===== config.mk =====
export PLATFORM = sky130hd
export DESIGN_NAME = tdc_sequencer
export DESIGN_NICKNAME = d
export VERILOG_FILES = /design/src/rtl/tdc_sequencer_pkg.sv /design/src/rtl/thermo_popcount.sv /design/src/rtl/tdc_sequencer.sv
export SDC_FILE = /design/constraint.sdc
export NUM_CORES = 1
export LEC_CHECK = 0
export CAP_MARGIN = 40
export CORE_UTILIZATION = 55
export CTS_CLUSTER_DIAMETER = 30
export DETAILED_ROUTE_END_ITERATION = 10
export PLACE_DENSITY = 0.78
export REMOVE_ABC_BUFFERS = 1
export SLEW_MARGIN = 40
export SYNTH_ARGS = -nofsm -noshare
export SYNTH_HDL_FRONTEND = slang
export SYNTH_SLANG_ARGS = --single-unit

===== constraint.sdc =====
create_clock -name clock -period 7.65 [get_ports clock]
set_input_delay 1.1475 -clock clock [delete_from_list [all_inputs] [get_ports clock]]
set_output_delay 1.1475 -clock clock [all_outputs]
set_load 0.1 [all_outputs]

===== src/rtl/tdc_sequencer_pkg.sv =====
// Shared state encoding and default timing constants for the TDC measurement sequencer.
// No logic; no latency; no backpressure.
// Imported by the sequencer top and any block that decodes its state.
package tdc_sequencer_pkg;

    localparam logic [2:0] ST_IDLE    = 3'd0;
    localparam logic [2:0] ST_CLEAR   = 3'd1;
    localparam logic [2:0] ST_ARMED   = 3'd2;
    localparam logic [2:0] ST_CAPTURE = 3'd3;
    localparam logic [2:0] ST_HOLD    = 3'd4;

    localparam int DEF_STAGES     = 64;
    localparam int DEF_FINE_W     = 7;
    localparam int DEF_COARSE_W   = 16;
    localparam int DEF_CLR_CYCLES = 3;
    localparam int DEF_TIMEOUT    = 1000;

endpackage


===== src/rtl/thermo_popcount.sv =====
// Counts set bits in a thermometer word so that bubbles do not corrupt the fine code.
// Latency: combinational.
// Backpressure: none.
module thermo_popcount #(
    parameter int STAGES = 64,
    parameter int FINE_W = 7
) (
    input  logic [STAGES-1:0] word,
    output logic [FINE_W-1:0] count
);

    always_comb begin
        count = '0;
        for (int i = 0; i < STAGES; i++) begin
            count = count + FINE_W'(word[i]);
        end
    end

endmodule


===== src/rtl/tdc_sequencer.sv =====
// Arms the fine TDC, counts coarse cycles until the first hit or timeout, and holds the result.
// Latency: arm to first armed cycle CLR_CYCLES+1; hit to res_valid 2 cycles.
// Backpressure: result held stable in HOLD until res_ready; arm ignored outside IDLE.
module tdc_sequencer #(
    parameter int STAGES     = tdc_sequencer_pkg::DEF_STAGES,
    parameter int FINE_W     = tdc_sequencer_pkg::DEF_FINE_W,
    parameter int COARSE_W   = tdc_sequencer_pkg::DEF_COARSE_W,
    parameter int TIMEOUT    = tdc_sequencer_pkg::DEF_TIMEOUT,
    parameter int CLR_CYCLES = tdc_sequencer_pkg::DEF_CLR_CYCLES
) (
    input  logic                clock,
    input  logic                reset,
    input  logic                arm,
    input  logic [STAGES-1:0]   thermo,
    output logic                tdc_clear,
    output logic                busy,
    output logic                res_valid,
    input  logic                res_ready,
    output logic [FINE_W-1:0]   res_fine,
    output logic [COARSE_W-1:0] res_coarse,
    output logic                res_timeout,
    output logic                res_overflow
);

    import tdc_sequencer_pkg::*;

    localparam int CW = (CLR_CYCLES > 1) ? $clog2(CLR_CYCLES + 1) : 1;
    localparam logic [CW-1:0]       CLR_LAST = CW'(CLR_CYCLES - 1);
    localparam logic [COARSE_W-1:0] TO_LAST  = COARSE_W'(TIMEOUT - 1);

    logic [2:0]          state;
    logic [CW-1:0]       clr_cnt;
    logic [COARSE_W-1:0] coarse;
    logic [STAGES-1:0]   word_q;
    logic [FINE_W-1:0]   pop;

    thermo_popcount #(
        .STAGES (STAGES),
        .FINE_W (FINE_W)
    ) u_popcount (
        .word  (word_q),
        .count (pop)
    );

    // Reset must hold the fine chain cleared without waiting for a clock edge.
    assign tdc_clear = reset | (state == ST_CLEAR);
    assign busy      = (state != ST_IDLE);
    assign res_valid = (state == ST_HOLD);

    always_ff @(posedge clock or posedge reset) begin
        if (reset) begin
            state        <= ST_IDLE;
            clr_cnt      <= '0;
            coarse       <= '0;
            word_q       <= '0;
            res_fine     <= '0;
            res_coarse   <= '0;
            res_timeout  <= 1'b0;
            res_overflow <= 1'b0;
        end else begin
            case (state)
                ST_IDLE: begin
                    if (arm) begin
                        state   <= ST_CLEAR;
                        clr_cnt <= '0;
                        coarse  <= '0;
                    end
                end
                ST_CLEAR: begin
                    if (clr_cnt == CLR_LAST) begin
                        state <= ST_ARMED;
                    end else begin
                        clr_cnt <= clr_cnt + CW'(1);
                    end
                end
                ST_ARMED: begin
                    // A hit on the last armed cycle still wins over the timeout.
                    if (thermo != '0) begin
                        word_q     <= thermo;
                        res_coarse <= coarse;
                        state      <= ST_CAPTURE;
                    end else if (coarse == TO_LAST) begin
                        res_coarse   <= coarse;
                        res_fine     <= '0;
                        res_timeout  <= 1'b1;
                        res_overflow <= 1'b0;
                        state        <= ST_HOLD;
                    end else if (coarse != '1) begin
                        coarse <= coarse + COARSE_W'(1);
                    end
                end
                ST_CAPTURE: begin
                    res_fine     <= pop;
                    res_overflow <= &word_q;
                    res_timeout  <= 1'b0;
                    state        <= ST_HOLD;
                end
                ST_HOLD: begin
                    if (res_ready) begin
                        state <= ST_IDLE;
                    end
                end
                default: state <= ST_IDLE;
            endcase
        end
    end

endmodule


# [Word-level counts from Yosys, hierarchy flattened]
# Index checks and enable logic that the tools add are counted.
# W data, S select, Z words.
[classes] add_sub_neg=65 n_eq_ne=16 mux=25 n_bitwise=1 reduce_logical=14
[ops] op="$add A7 B1 Y7" n=62
[ops] op="$mux W16" n=6
[ops] op="$reduce_and A64 Y1" n=1
[ops] op="$reduce_bool A64 Y1" n=1
[ops] op="$pmux W16 S2" n=1
[ops] op="$add A16 B1 Y16 const B" n=1
[ops] op="$eq A16 B10 Y1 const B" n=1
[ops] op="$ne A16 B16 Y1 const B" n=1
[ops] op="$mux W3" n=5
[ops] op="$pmux W3 S5" n=1
[ops] op="$mux W7" n=2
[ops] op="$pmux W7 S2" n=1
[ops] op="$ne A2 B2 Y1 const B" n=6
[ops] op="$reduce_bool A2 Y1" n=4
[ops] op="$eq A3 B2 Y1 const B" n=2
[ops] op="$reduce_and A3 Y1" n=2
[ops] op="$reduce_and A5 Y1" n=1
[ops] op="$mux W1" n=4
[ops] op="$mux W2" n=2
[ops] op="$ne A2 B1 Y1 const B" n=2
[ops] op="$pmux W1 S2" n=2
[ops] op="$pmux W2 S2" n=1
[ops] op="$reduce_and A2 Y1" n=2
[ops] op="$reduce_and A4 Y1" n=1
[ops] op="9 further kinds" n=9
[word_totals] register_bits=110 in_bits=68 out_inout_bits=28

# [Logic depth before layout (Yosys ltp)]
# Gate-level depths: netlist (run 1).
[logic_depth] depth_word=64 mapped_depth=21 depth_no_buf=21

# [Hierarchy]
# From an unflattened synthesis (run 1), not the netlist that was laid out.
[unflattened] cells_unflattened=562 hier_area_um2=6596.3
[modules_own_cells] mod="tdc_sequencer" n_inst=1 cells_each=390 area_per_inst_um2=4867.2 seq_area_each_um2=2752.6
[modules_own_cells] mod="thermo_popcount" n_inst=1 cells_each=172 area_per_inst_um2=1729.2 seq_area_each_um2=0.0

# [Worst setup path before layout (run 1)]
# Ideal clock, no wire load.
[synth_path] path_type="input-to-output" from="in reset" to="out tdc_clear" t_arrival_ns=4.981 t_required_ns=6.503 slack_ns=1.522 path_stages=2 n_path_buf=0 path_cell_list="inv_1 > nand2_1"
[synth_via] elab_chain_len=1
[synth_lines] element="start, declared" line_no="tdc_sequencer.sv:12" rtl="input logic reset,"
[synth_lines] element="$or A1 B1 Y1" line_no="tdc_sequencer.sv:46" rtl="assign tdc_clear = reset | (state == ST_CLEAR);"
[synth_lines] element="end, declared" line_no="tdc_sequencer.sv:15" rtl="output logic tdc_clear,"
# Every way passes these cells.

# [Worst setup path in the final report (run 1)]
[layout_path] from="reg word_q[0]" to="reg res_fine[5]"
[layout_via] elab_chain_len=64
[layout_lines] element="start, declared" line_no="tdc_sequencer.sv:34" rtl="logic [STAGES-1:0] word_q;"
[layout_lines] element="start signal, assigned" line_no="tdc_sequencer.sv:79" rtl="word_q <= thermo;"
[layout_lines] element="$add A1 B1 Y2" line_no="thermo_popcount.sv:15" rtl="count = count + FINE_W'(word[i]);"
[layout_lines] element="$add A7 B1 Y7 (62 in series)" line_no="thermo_popcount.sv:15"
[layout_lines] element="$pmux W7 S2" line_no="tdc_sequencer.sv:61" rtl="case (state)"
[layout_lines] element="end signal, assigned" line_no="tdc_sequencer.sv:93" rtl="res_fine <= pop;"
[layout_lines] element="end, declared" line_no="tdc_sequencer.sv:19" rtl="output logic [FINE_W-1:0] res_fine,"
# Every way passes these cells.
# A chain may end at the register's enable or synchronous reset.

==> results of run 1 <==
metal layers:
layer	track usage	share of wire
met5	0	0
met4	0.09689	0.026
met2	0.4360	0.47
met1	0.3850	0.41
met3	0.1004	0.099
sequential cells by signal, indices dropped and copies added (netlist names):
signal and flops:
clr_cnt 2, coarse 16, res_coarse 16, res_fine 7, res_overflow 1, res_timeout 1, state 3, word_q 64
cell families after synthesis:
kind of cell | synth area share
mux | 0.06945
simple gates | 0.1449
buf+inv | 0.07675
flops | 0.4118
xor+xnor | 0.002621
compound gates | 0.09903
fa+ha+maj | 0.1954
synthesized netlist by cell type, types with 3 or more instances:
cell	count	area share
fa_1	54	0.16
nand2b_1	4	0.0037
nand2_1	28	0.016
o32ai_1	3	0.0039
buf_1	3	0.0017
clkbuf_1	20	0.011
inv_1	104	0.058
o21ai_1	3	0.0022
nor2_1	10	0.0056
o21ai_0	53	0.040
nand3_1	48	0.036
ha_1	18	0.034
a22o_1	3	0.0039
dfrtp_1	110	0.41
nor3_1	9	0.0067
o211ai_1	3	0.0034
nand4_1	25	0.023
o31ai_1	4	0.0045
nand3b_1	3	0.0034
or3_1	6	0.0056
or4_1	5	0.0056
a21o_1	3	0.0034
mux2_4	7	0.016
nor4_1	24	0.022
o22ai_1	6	0.0056
mux2_2	31	0.052
o2bb2ai_1	8	0.010
area by class of cell:
class	count	area, um2	share of cell area
clock buffer	9	225.2	0.02845
clock inverter	7	80.08	0.01012
inverter	104	392.9	0.04964
multi-input combinational	390	3441	0.4347
sequential	110	2753	0.3478
tap	143	178.9	0.02261
timing repair buffer	99	844.6	0.1067
how the worst max path moves through the flow:
| stage | from | to | slack, ns | depth (start not counted) |
|---|---|---|---|---|
| after floorplan | reset | tdc_clear | 1.52 | 2 |
| after global placement | word_q[0]$_DFFE_PP0P_ | res_fine[6]$_DFFE_PP0P_ | 1.61 | 17 |
| after detailed placement | word_q[0]$_DFFE_PP0P_ | res_fine[6]$_DFFE_PP0P_ | 1.51 | 17 |
| after CTS | word_q[0]$_DFFE_PP0P_ | res_fine[6]$_DFFE_PP0P_ | 1.49 | 17 |
| after global routing | word_q[0]$_DFFE_PP0P_ | res_fine[5]$_DFFE_PP0P_ | 1.19 | 19 |
| final | word_q[0]$_DFFE_PP0P_ | res_fine[5]$_DFFE_PP0P_ | 1.52 | 19 |
per-stage QoR:
stage | hold slack, ns | area, um2 | utilization
floorplan | 0.4658 | 6561 | -
global route | 0.5156 | 7915 | 0.6815
CTS | 0.4975 | 7903 | 0.6805
finish | 0.4960 | 7915 | 0.6815
detailed placement | 0.4691 | 7597 | 0.6542
global placement | 0.4831 | 7737 | 0.6662
==> metrics.yaml, run 1 <==
nets: 854
relSlewSlack: 0.4988
max_freq_mhz: 163.1
placement.io_buffers: 95
finalSetupViolations: 0
finalCritPeriodShare: 0.8014
max_stage_delay_ns: 0.59
fillers: 897
post_cts_resized: 0
grt_pass1_wl_mm: 27.28
hold_class: "flip-flop to flip-flop"
grt_pass1_vias: 5343
start_util: 0.5755
core_area_um2: 11610
diodes: 0
cts-root-buf: "clkbuf_16"
dr.pass1.iters: 8
layout.cells.non_filler: 862
final_common_cell: "dfrtp_1"
ios: 96
ys.flop_type: "dfrtp_1"
grt_overflow: 0
finClkSkew_ns: 0.007442
rrSetupSlack_ns: 1.52
crit_type: "flip-flop to flip-flop"
chipWidth_um: 112.2
syn2layout_area_growth_pct: 18.42
drt.antenna.violating_nets: 0
grt_max_degree: 67
avgSynthCellArea_um2: 10.61
end_kind: "flip-flop"
cp_top_family: "adder cells"
layout_min_cycle_time_ns: 6.131
worstMarginPinSlew_ns: 0.7449
place_congestion: 0.9755
vias: 5322
hpwl_mm: 12.82
hold_path_end: "res_fine[4]$_DFFE_PP0P_"
synthArstFlopShare: 1.000
netlist_area_um2: 6684
synth_cells: 630
wl_per_cell_um: 19.42
start_kind: "flip-flop"
clock_path_buffers: 2
worstHoldPathCells: 1
die_h_um: 112.2
path_clk_slew_ns: 0.07
rsz0062_at_grt: "no"
worstSkewPairLatency_ns: 0.36
reg2reg_depth: 19
cts_setup_buffers: 0
cp.required_ns: 7.93
row_count: 39
violations: "design-rule violations"
r2r_start: "word_q[0]$_DFFE_PP0P_"
cap_violations: 0
postCtsHoldBufs: 0
rr_endpoint: "res_fine[5]$_DFFE_PP0P_"
drcViolationCount: 6
dieArea_um2: 12600
tns_ns: 0
cts_tree: "yes"
status: "finished, violations left"
cp_max_fo: 2
synth_edf_count: 0
drtIter0Drc: 462
htree_num_levels: 3
layout_common_cells: "dfrtp_1, inv_1, clkdlybuf4s50_1, fa_1, o21ai_0"
grt_usage: 0.2861
path_buf_inv: 4
setup_slack_ns: 1.519
placedCellCount: 846
drt_wl_total_mm: 16.74
drive_above_1_share: 0.1321
dp_slack_ns: 1.512
synth.distinct_cells: 54
post_drt_via_cell_ratio: 6.174
cts_sinks: 110
slew_violations: 0
slowest_stage: "fa_1"
crit_top_cell: "fa_1"
crit_chain: "ha_1 > inv_1 > fa_1 > fa_1 > inv_1 > fa_1 > fa_1 > fa_1 > fa_1 > fa_1 > inv_1 > fa_1 > inv_1 > ha_1 > nor2b_1 > o211ai_1 > a2111oi_0 > nor3_1 > o21ai_0"
cts_inserted_buffers: 9
antenna_found_initial: 0
hold_viol: 0
synth-seq-area-share: 0.4118
min_from: "res_fine[4]$_DFFE_PP0P_"
arrival_ns: 6.41
synth_seq_cells: 110
yosysWarnings: 0
Power of run 1 is left out: the tool's default activity adds up to more than one toggle a clock period on the data nets, which glitch-free logic cannot reach.
==> run 2: changes to the inputs <==
--- a/config.mk
+++ b/config.mk
@@ -6,10 +6,10 @@
 export NUM_CORES = 1
 export LEC_CHECK = 0
 export CAP_MARGIN = 40
-export CORE_UTILIZATION = 55
+export CORE_UTILIZATION = 50
 export CTS_CLUSTER_DIAMETER = 30
 export DETAILED_ROUTE_END_ITERATION = 10
-export PLACE_DENSITY = 0.78
+export PLACE_DENSITY = 0.75
 export REMOVE_ABC_BUFFERS = 1
 export SLEW_MARGIN = 40
 export SYNTH_ARGS = -nofsm -noshare
==> constraint.sdc (replaced) <==
create_clock -name clock -period 5.2 [get_ports clock]
set_input_delay 0.78 -clock clock [delete_from_list [all_inputs] [get_ports clock]]
set_output_delay 0.78 -clock clock [all_outputs]
set_load 0.1 [all_outputs]
==> run 2 against run 1 <==
  * The flow finishes with violations (negative setup slack)
  * Critical path depth is 2 lower
  * Maximum frequency increased by 2.5%
  * First-iteration DRC count decreased by 4.3%
  * Count of clock-buffer cells in the layout did not move
  * Worst hold slack worse by 0.0024 ns
  * Design area up 5.8%
  * Via count up 0.96%
  * Register-to-register slack worse by 2.3 ns
  * Global-route usage down 0.86 points
  * Utilization fell by 2.9 points
  * Die area grew 9.8%
  * Largest cell class unchanged
==> metrics.yaml, run 2 (synthesis results as in run 1) <==
status: "finished, violations left"
violations: "negative setup slack"
rrSetupSlack_ns: -0.78
antenna_found_initial: 0
crit_type: "flip-flop to flip-flop"
drtIter0Drc: 442
r2r_start: "word_q[0]$_DFFE_PP0P_"
htree_num_levels: 3
grt_overflow: 0
worstHoldPathCells: 1
row_count: 41
hold_viol: 0
syn2layout_area_growth_pct: 25.23
placedCellCount: 924
grt_max_degree: 65
final_common_cell: "dfrtp_1"
cts_inserted_buffers: 9
grt_usage: 0.2776
cts_tree: "yes"
layout.cells.non_filler: 945
cap_violations: 0
layout_min_cycle_time_ns: 5.984
nets: 908
max_freq_mhz: 167.1
drt_wl_total_mm: 17.94
hold_class: "flip-flop to flip-flop"
diodes: 0
finalSetupViolations: 7
post_drt_via_cell_ratio: 5.686
reg2reg_depth: 17
cp_max_fo: 2
drt.antenna.violating_nets: 0
start_util: 0.5212
start_kind: "flip-flop"
hpwl_mm: 13.77
cts-root-buf: "clkbuf_16"
tns_ns: -4.109
biggestRegsByFlops: "word_q: 64 flops, coarse: 16 flops, res_coarse: 16 flops"
crit_start: "word_q[0]$_DFFE_PP0P_"
place_congestion: 0.8986
end_kind: "flip-flop"
finClkSkew_ns: 0.01112
drive_above_1_share: 0.2109
slew_violations: 0
hold_path_end: "res_fine[6]$_DFFE_PP0P_"
chipWidth_um: 117.6
dieArea_um2: 13830
worstSkewPairLatency_ns: 0.37
layout_common_cells: "dfrtp_1, inv_1, clkdlybuf4s50_1, buf_4, o21ai_0"
die_h_um: 117.6
drcViolationCount: 0
setup_slack_ns: -0.7841
regMostFlops: "word_q"
cp.required_ns: 5.48
wl_per_cell_um: 18.98
dr.pass1.iters: 5
grt_pass1_wl_mm: 29.37
arrival_ns: 6.26
vias: 5373
placement.io_buffers: 95
final_util: 0.6527
relSlewSlack: 0.4701
worstMarginPinSlew_ns: 0.7877
grt_pass1_vias: 5545
largest_reg_flops: 64
path_clk_slew_ns: 0.07
holdWs_ns: 0.4936
cts_sinks: 110
core_area_um2: 12820
postCtsHoldBufs: 0
rr_endpoint: "res_fine[6]$_DFFE_PP0P_"
clock_path_buffers: 2
min_from: "res_fine[6]$_DFFE_PP0P_"
ios: 96
finalCritPeriodShare: 1.151
rsz0062_at_grt: "yes"
run 2: repair_timing:
action                                  in CTS  in global routing
gates resized for setup                     16                  6
pin swaps                                   17                  5
buffers inserted                             4                  2
endpoints found under the setup margin       7                  7
run 2: how the worst max path moves through the flow:
stage / slack, ns / endpoint
CTS: -0.84 / res_fine[6]$_DFFE_PP0P_
finish: -0.78 / res_fine[6]$_DFFE_PP0P_
global placement: -0.82 / res_fine[6]$_DFFE_PP0P_
detailed placement: -0.95 / res_fine[5]$_DFFE_PP0P_
floorplan: -0.66 / res_fine[6]$_DFFE_PP0P_
global route: -0.99 / res_fine[6]$_DFFE_PP0P_
run 2: layout make-up:
cell class | count | area, um2
clock buffer | 9 | 225.2
clock inverter | 7 | 57.56
fill | 993 | 4454
inverter | 104 | 392.9
multi-input combinational | 390 | 3473
sequential | 110 | 2753
tap | 172 | 215.2
timing repair buffer | 153 | 1254
run 2: worst max-delay path: stages, from the launching register on:
cell and delay [ns]:
dfrtp_1 0.39, ha_1 0.30, inv_2 0.04, fa_1 0.53, fa_2 0.45, fa_2 0.55, fa_1 0.43, fa_1 0.53
fa_1 0.44, fa_1 0.51, fa_1 0.43, fa_2 0.38, fa_2 0.38, nor2b_4 0.15, nor3_2 0.06, o21bai_1 0.13
a21oi_1 0.07, o2bb2ai_1 0.13
run 2: stage by stage:
step	area, um2	worst slack (ns)
6_report	8371	-0.7841
5_1_grt	8371	-0.9915
4_1_cts	8339	-0.8420
3_5_place_dp	8001	-0.9485
3_3_place_gp	8142	-0.8184
2_1_floorplan	6561	-0.6637
run 2: per-layer routing:
layer,track usage,vias to the layer above,wire (um),part of all wire
met5,0,-,0,0
met4,0.08173,0,365,0.020
met3,0.06783,24,1042,0.058
met2,0.4176,163,8430,0.47
met1,0.3982,2727,8097,0.45
li1,-,2459,-,-
Power of run 2 is left out for the same reason.
==> run 3: changes to the inputs <==
--- a/config.mk
+++ b/config.mk
@@ -11,7 +11,9 @@
 export DETAILED_ROUTE_END_ITERATION = 10
 export PLACE_DENSITY = 0.75
 export REMOVE_ABC_BUFFERS = 1
+export SETUP_SLACK_MARGIN = 0.4
 export SLEW_MARGIN = 40
 export SYNTH_ARGS = -nofsm -noshare
 export SYNTH_HDL_FRONTEND = slang
+export SYNTH_HIERARCHICAL = 1
 export SYNTH_SLANG_ARGS = --single-unit
==> run 3 against run 2 <==
  * Setup slack got worse by 0.11 ns
  * Non-clock buffer count decreased by 1
  * Die area decreased by 1.3%
  * Area after synthesis decreased by 1.3%
  * Global-route usage decreased by 1.9 points
  * The run still ends with negative setup slack left
  * Synthesized cell count decreased by 11%
  * Worst hold slack improved by 0.0022 ns
  * Register-to-register slack got worse by 0.11 ns
  * Clock skew decreased by 0.0042 ns
==> metrics.yaml, run 3 <==
start_kind: "flip-flop"
synth_top_area_cell: "dfrtp_1"
path_clk_slew_ns: 0.08
drive_above_1_share: 0.2841
yosysMostFrequentCell: "dfrtp_1"
netlist_top_cells_count: "dfrtp_1, inv_1, mux2_2"
ys.flop_type: "dfrtp_1"
ios: 96
finalCritPeriodShare: 1.171
crit_top_cell: "fa_1"
tns_ns: -4.485
htree_num_levels: 3
grt_usage: 0.2589
rrSetupSlack_ns: -0.89
layout.cells.non_filler: 883
syn2layout_area_growth_pct: 26.18
worstMarginPinSlew_ns: 0.8373
rsz0062_at_grt: "yes"
synth_top_area_share: 0.4173
setup_slack_ns: -0.8910
chipWidth_um: 116.9
dpl_cell_area_um2: 7909
layout_common_cells: "dfrtp_1, inv_1, mux2_2, clkdlybuf4s50_1, buf_4"
avgSynthCellArea_um2: 11.74
synth.distinct_cells: 49
placement.io_buffers: 95
netlist_area_um2: 6596
relSlewSlack: 0.4418
slowest_stage: "fa_2"
path_buf_inv: 6
synth_seq_cells: 110
row_count: 41
final_common_cell: "dfrtp_1"
synth-seq-area-share: 0.4173
synthArstFlopShare: 1.000
hold_viol: 0
drtIter0Drc: 277
status: "finished, violations left"
core_area_um2: 12720
post_drt_via_cell_ratio: 5.499
nets: 845
post-route-cell-area_um2: 8323
violations: "negative setup slack"
drt.antenna.violating_nets: 0
wl_per_cell_um: 18.10
biggestRegsByFlops: "word_q: 64 flops, coarse: 16 flops, res_coarse: 16 flops"
hpwl_mm: 12.27
vias: 4856
grt_pass1_vias: 5172
cap_violations: 0
synth_cells: 562
arrival_ns: 6.35
start_util: 0.5185
diodes: 0
end_kind: "flip-flop"
antenna_found_initial: 0
cp.required_ns: 5.46
cts_tree: "yes"
fillers: 1028
worstSkewPairLatency_ns: 0.36
max_freq_mhz: 164.2
drt_wl_total_mm: 15.98
synth_edf_count: 0
cp_max_fo: 3
crit_chain: "fa_1 > inv_1 > fa_1 > inv_1 > fa_1 > inv_1 > fa_1 > inv_1 > fa_1 > inv_1 > fa_2 > fa_1 > fa_1 > inv_2 > ha_4 > fa_2 > a211o_2 > a21oi_2 > o21bai_1 > a22o_1"
dieArea_um2: 13660
cts_sinks: 110
dr.pass1.iters: 5
slew_violations: 0
die_h_um: 116.9
grt_max_degree: 75
grt_overflow: 0
grt_pass1_wl_mm: 26.17
synth_area_leaders: "dfrtp_1, fa_1, mux2_2"
yosysWarnings: 6
max_stage_delay_ns: 0.56
cts-root-buf: "clkbuf_16"
cp_top_family: "adder cells"
dp_slack_ns: -0.9345
drcViolationCount: 0
cts_inserted_buffers: 9
regMostFlops: "word_q"
layout_min_cycle_time_ns: 6.091
hold_class: "flip-flop to flip-flop"
largest_reg_flops: 64
finalSetupViolations: 7
place_congestion: 0.8939
crit_type: "flip-flop to flip-flop"
clock_path_buffers: 2
placedCellCount: 863
finClkSkew_ns: 0.006959
## run 3: cell count changes after synthesis, moves of 8 or more
cell,before,now
a21oi_1,1,10
clkbuf_1,20,6
inv_1,104,89
mux2_2,31,79
nand2_1,28,9
nand3_1,48,10
o21ai_0,53,27
o2bb2ai_1,8,0
## run 3: cells by family after synthesis
family,synth area share
buffers and inverters,0.06961
multiplexers,0.1349
flip-flops,0.4173
AND/OR/NAND/NOR,0.09541
XOR/XNOR,0.002656
adder cells (fa/ha/maj),0.1961
AO/OA/AOI/OAI,0.08403
## run 3: final timing paths
path                                          start  depth (start not counted)                         end
hold / removal             res_overflow$_DFFE_PP0P_                          1    res_overflow$_DFFE_PP0P_
hold reg to reg            res_overflow$_DFFE_PP0P_                          1    res_overflow$_DFFE_PP0P_
max in group asynchronous                     reset                          3      word_q[47]$_DFFE_PP0N_
setup reg to reg             word_q[53]$_DFFE_PP0N_                         20     res_fine[6]$_DFFE_PP0P_
setup / recovery             word_q[53]$_DFFE_PP0N_                         20     res_fine[6]$_DFFE_PP0P_
min in group asynchronous                     reset                          2  res_coarse[13]$_DFFE_PP0P_
## run 3: repair_timing
| item | CTS | global route |
|---|---|---|
| gates resized for setup | 16 | 2 |
| pin swaps | 11 | 4 |
| hold buffers | 0 | 0 |
| buffers inserted | 4 | 0 |
| endpoints found under the setup margin | 7 | 7 |
## run 3: routing by layer
metal,GRT usage,part of all wire
met3,0.05252,0.043
met1,0.3343,0.43
met5,0,0
met2,0.4351,0.50
met4,0.09536,0.025
## run 3: final cells by class
| class | count | area [um2] | area share |
|---|---|---|---|
| well taps | 172 | 215.2 | 0.02586 |
| clock buffers | 10 | 239.0 | 0.02871 |
| multi-input cells | 344 | 3468 | 0.4167 |
| flip-flops and latches | 110 | 2753 | 0.3307 |
| inverters | 89 | 336.6 | 0.04044 |
| clock inverters | 6 | 61.31 | 0.007366 |
| repair buffers | 152 | 1250 | 0.1502 |
## run 3: stage by stage
| stage | utilization | hold WS, ns |
|---|---|---|
| 6_report | 0.6542 | 0.4959 |
| 5_1_grt | 0.6542 | 0.5157 |
| 4_1_cts | 0.6532 | 0.4949 |
| 3_5_place_dp | 0.6217 | 0.4666 |
| 3_3_place_gp | 0.6318 | 0.4679 |
| 2_1_floorplan | - | 0.4739 |
Power of run 3 is left out for the same reason.
